File: config.mk
export PLATFORM = sky130hd
export DESIGN_NAME = rsp_router
export DESIGN_NICKNAME = d
export VERILOG_FILES = /design/src/rtl/rsp_router.sv
export SDC_FILE = /design/constraint.sdc
export NUM_CORES = 1
export LEC_CHECK = 0
export CAP_MARGIN = 20
export CORE_ASPECT_RATIO = 1.1
export CORE_UTILIZATION = 46
export DETAILED_ROUTE_END_ITERATION = 10
export GPL_TIMING_DRIVEN = 0
export PLACE_DENSITY_LB_ADDON = 0.05
export SLEW_MARGIN = 20
export SYNTH_ARGS = -nofsm -noshare
export SYNTH_HDL_FRONTEND = slang
export SYNTH_SLANG_ARGS = --single-unit
File: constraint.sdc
create_clock -name clk -period 3.1 [get_ports clk]
set_input_delay 0.93 -clock clk [delete_from_list [all_inputs] [get_ports clk]]
set_output_delay 0.93 -clock clk [all_outputs]
set_load 0.1 [all_outputs]
File: src/rtl/rsp_router.sv
// Response router: remembers which port each accepted grant belongs to and
// steers in-order responses back to that port through a single output register.
module rsp_router #(
    parameter int unsigned REQ_WIDTH  = 16,
    parameter int unsigned DATA_WIDTH = 32,
    parameter int unsigned DEPTH      = 8,
    parameter int unsigned PW         = $clog2(REQ_WIDTH)
) (
    input  logic                        clk,
    input  logic                        rst,
    input  logic                        issue_vld,
    input  logic [PW-1:0]               issue_port,
    output logic                        issue_rdy,
    input  logic                        rsp_vld,
    input  logic [DATA_WIDTH-1:0]       rsp_data,
    output logic                        rsp_rdy,
    output logic [REQ_WIDTH-1:0]        out_vld,
    output logic [PW-1:0]               out_port,
    output logic [DATA_WIDTH-1:0]       out_data,
    input  logic [REQ_WIDTH-1:0]        out_rdy,
    output logic [$clog2(DEPTH):0]      outstanding,
    output logic                        err_orphan
);

    localparam int unsigned AW = $clog2(DEPTH);
    localparam int unsigned CW = AW + 1;

    logic [PW-1:0] tag_mem [DEPTH];
    logic [AW-1:0] wr_ptr;
    logic [AW-1:0] rd_ptr;
    logic [CW-1:0] count;
    logic          obuf_vld;
    logic          obuf_free;
    logic          push;
    logic          pop;

    // Ready signals come from registered state only; no bypass on full or empty.
    assign issue_rdy   = (count < CW'(DEPTH));
    assign obuf_free   = !obuf_vld || out_rdy[out_port];
    assign rsp_rdy     = (count != '0) && obuf_free;
    assign push        = issue_vld && issue_rdy;
    assign pop         = rsp_vld && rsp_rdy;
    assign outstanding = count;
    assign out_vld     = obuf_vld ? (REQ_WIDTH'(1) << out_port) : '0;

    // Tag storage is never reset; only the pointers and count define its contents.
    always_ff @(posedge clk) begin
        if (push) begin
            tag_mem[wr_ptr] <= issue_port;
        end
    end

    always_ff @(posedge clk or posedge rst) begin
        if (rst) begin
            wr_ptr     <= '0;
            rd_ptr     <= '0;
            count      <= '0;
            obuf_vld   <= 1'b0;
            out_port   <= '0;
            out_data   <= '0;
            err_orphan <= 1'b0;
        end else begin
            if (push) begin
                wr_ptr <= wr_ptr + AW'(1);
            end
            if (pop) begin
                rd_ptr <= rd_ptr + AW'(1);
            end
            case ({push, pop})
                2'b10:   count <= count + CW'(1);
                2'b01:   count <= count - CW'(1);
                default: count <= count;
            endcase
            // A pop reloads the output register even while it drains, giving 1 rsp/cycle.
            if (pop) begin
                obuf_vld <= 1'b1;
                out_port <= tag_mem[rd_ptr];
                out_data <= rsp_data;
            end else if (obuf_vld && out_rdy[out_port]) begin
                obuf_vld <= 1'b0;
            end
            if (rsp_vld && (count == '0)) begin
                err_orphan <= 1'b1;
            end
        end
    end

endmodule

==> impl_metrics.py <==
metrics = {
    "run_status": {
        "status": "complete, no violations",
    },
    "worst_setup_path": {
        "r2r_cells": 15,
        "worstPathArrival_ns": 2.13,
        "path_max_fanout": 3,
        "path_class": "in -> out",
        "crit-reg2reg-capture": "outstanding[3]",
        "crit_required_ns": 2.17,
        "end_kind": "output port",
        "start_kind": "primary input",
        "reg2reg_setup_slack_ns": 0.14,
        "reg2reg_from": "out_port[1]",
    },
    "synthesis": {
        "synth_seq_area_share": 0.614,
        "synth_seq_cells": 80,
        "postSynthNetCount": 298,
        "yosysWarningCount": 0,
        "syn_area_per_cell_um2": 14.9,
        "syn-instance-count": 236,
        "synth_cell_types": 36,
        "synth_area_um2": 3520,
    },
    "sta": {
        "max_slew_margin": 0.333,
        "fin_crit_sh": 0.988,
        "period_needed_ns": 3.06,
        "slew_violations": 0,
        "setup_viol": 0,
        "hold_viol": 0,
        "holdWs_ns": 0.472,
        "rsz0062_at_grt": "true",
        "finClkSkew_ns": 0.00776,
        "fmax_mhz": 327,
        "worst_pin_slew_ns": 0.997,
        "fin_tns_setup_ns": 0,
    },
    "drt": {
        "wl_mm": 7.39,
        "drt.antenna.violating_nets": 0,
        "post_drt_wl_per_cell_um": 15.7,
        "drc_errors": 0,
        "firstDrtPassIters": 6,
        "vias": 2400,
        "drt_iter0_drc": 80,
        "viasPerCell": 5.10,
    },
    "die": {
        "num_io_pins": 115,
        "dieArea_um2": 8010,
        "die_y_um": 93.8,
        "initial_core_util": 0.474,
        "core_area_um2": 7430,
        "std_cell_rows": 33,
        "die_w_um": 85.4,
    },
    "cts": {
        "htree_levels": 3,
        "cts_tree": "yes",
        "clockBufferDepth": 2,
        "cts_buffers": 9,
        "cts.clk_slew.worst_paths_ns": 0.07,
        "clk_latency_ns": 0.34,
        "root_buffer": "clkbuf_8",
        "cts.sinks": 80,
    },
    "place": {
        "place_area_um2": 4940,
        "port_buffers": 114,
        "dp_cells": 438,
        "dp_hpwl_mm": 5.42,
        "gp_congestion": 0.730,
    },
    "final_layout": {
        "final_cells": 471,
        "finalInstanceArea_um2": 5250,
        "syn_to_final_growth_pct": 49.2,
        "antennaDiodeCount": 0,
        "drive_gt1_frac": 0.375,
        "fin_nets": 441,
    },
    "hold_path": {
        "hp-start": "err_orphan",
        "hp-class": "reg -> reg",
        "hold_depth": 1,
        "hold_end": "err_orphan",
    },
    "global_route": {
        "grt_max_degree": 30,
        "grt_overflow_total": 0,
        "antenna_found_initial": 0,
        "track_usage": 0.183,
        "grt_pass1_wl_mm": 11.1,
        "grt_pass1_vias": 2317,
    },
    "flow_run": {
        "cap_viol_max_count": 0,
    },
}
## final cells by class
cell class                      instances  area (um^2)
Sequential cell                        80         2170
Clock inverter                          5         56.3
Tap cell                               87          109
Multi-Input combinational cell        138         1400
Inverter                                8         32.5
Clock buffer                           11          141
Buffer                                  9         66.3
Fill cell                             540         2180
Timing Repair Buffer                  133         1270
## cell usage after synthesis
cell / count / area share
dfrtp_1: 48 / 0.34
mux2_2: 35 / 0.11
edfxtp_1: 32 / 0.27
nor2_1: 22 / 0.023
nand2_1: 9 / 0.0096
inv_1: 8 / 0.0085
mux2i_1: 8 / 0.023
mux4_2: 8 / 0.051
mux2_4: 7 / 0.030
nand2b_1: 6 / 0.011
nor3_1: 6 / 0.0085
buf_2: 5 / 0.0071
ha_1: 5 / 0.018
xnor2_1: 5 / 0.012
buf_6: 3 / 0.0096
nor2b_1: 3 / 0.0053
xor2_1: 3 / 0.0075
a21o_1: 2 / 0.0043
clkbuf_1: 2 / 0.0021
nand3b_1: 2 / 0.0043
o211ai_1: 2 / 0.0043
a211o_1: 1 / 0.0025
a211oi_1: 1 / 0.0021
a21oi_1: 1 / 0.0014
a221oi_1: 1 / 0.0025
a221oi_2: 1 / 0.0043
a31o_1: 1 / 0.0025
a31oi_1: 1 / 0.0018
and2_1: 1 / 0.0018
and3_1: 1 / 0.0018
fa_1: 1 / 0.0057
nand3_1: 1 / 0.0014
nor4_1: 1 / 0.0018
o21ai_0: 1 / 0.0014
or2_2: 1 / 0.0018
or3b_2: 1 / 0.0025
## state kept, by name, summed over array words and instances, names as in the netlist
| register | count |
|---|---|
| out_port | 4 |
| outstanding | 4 |
| out_data | 32 |
| err_orphan | 1 |
| obuf_vld | 1 |
| rd_ptr | 3 |
| wr_ptr | 3 |
| tag_mem | 32 |
## layout by cell type (no fill, tap or decap), drive strengths merged, types with 2 or more instances in the layout
cell / n
a21o: 2
a221oi: 2
buf: 33
clkbuf: 17
clkdlybuf4s15: 13
clkdlybuf4s50: 81
clkinvlp: 3
dfrtp: 48
dlygate4sd2: 8
edfxtp: 32
ha: 5
inv: 8
mux2: 42
mux2i: 8
mux4: 8
nand2: 9
nand2b: 6
nand3b: 2
nor2: 22
nor2b: 3
nor3: 6
o211ai: 2
xnor2: 5
xor2: 3
## critical path, stage by stage
cell	delay (ns)
clkdlybuf4s15_1	0.16
mux2_4	0.27
o211ai_1	0.28
and3_4	0.26
nor2_4	0.04
buf_12	0.18
## metrics by stage
step           setup WS (ns)   util
5_1_grt               -0.114  0.707
2_1_floorplan       -0.00238      -
3_5_place_dp           -1.30  0.664
4_1_cts              -0.0123  0.694
3_3_place_gp           -1.26  0.660
6_report              0.0378  0.707
## cell families after synthesis
logic type               Yosys count  share of synthesized area
adder cells (fa/ha/maj)            6                     0.0234
XOR/XNOR                           8                     0.0199
flip-flops                        80                      0.614
buffers and inverters             18                     0.0274
multiplexers                      58                      0.216
AND/OR/NAND/NOR                   54                     0.0728
AO/OA/AOI/OAI                     12                     0.0270
## worst max-delay path by stage
stage | from | end | slack [ns] | depth (start not counted)
detailed placement | out_rdy[4] | rsp_rdy | -1.30 | 7
finish | out_rdy[1] | rsp_rdy | 0.04 | 6
global route | out_port[1] | rsp_rdy | -0.11 | 7
CTS | out_rdy[6] | rsp_rdy | -0.01 | 7
floorplan | out_port[1] | out_vld[4] | -0.002 | 3
global placement | out_rdy[15] | rsp_rdy | -1.26 | 7
## layer usage
metal  vias to the layer above  global-route usage  share of wire
met5                         -                   0              0
met4                         0              0.0569          0.010
met3                         7              0.0562          0.064
met2                        67               0.316           0.52
met1                      1184               0.221           0.40
li1                       1142                   -              -
## what timing repair did
| item | 4_1_cts | 5_1_grt |
|---|---|---|
| endpoints found under the setup margin | 20 | 6 |
| gates cloned | 0 | 0 |
| pin swaps | 8 | 9 |
| resized for setup | 89 | 19 |
| buffers inserted | 4 | 14 |
| hold buffers | 0 | 0 |
Power is not shown: default switching activity piles up to over one toggle a cycle in this logic, so the estimate is an artifact.
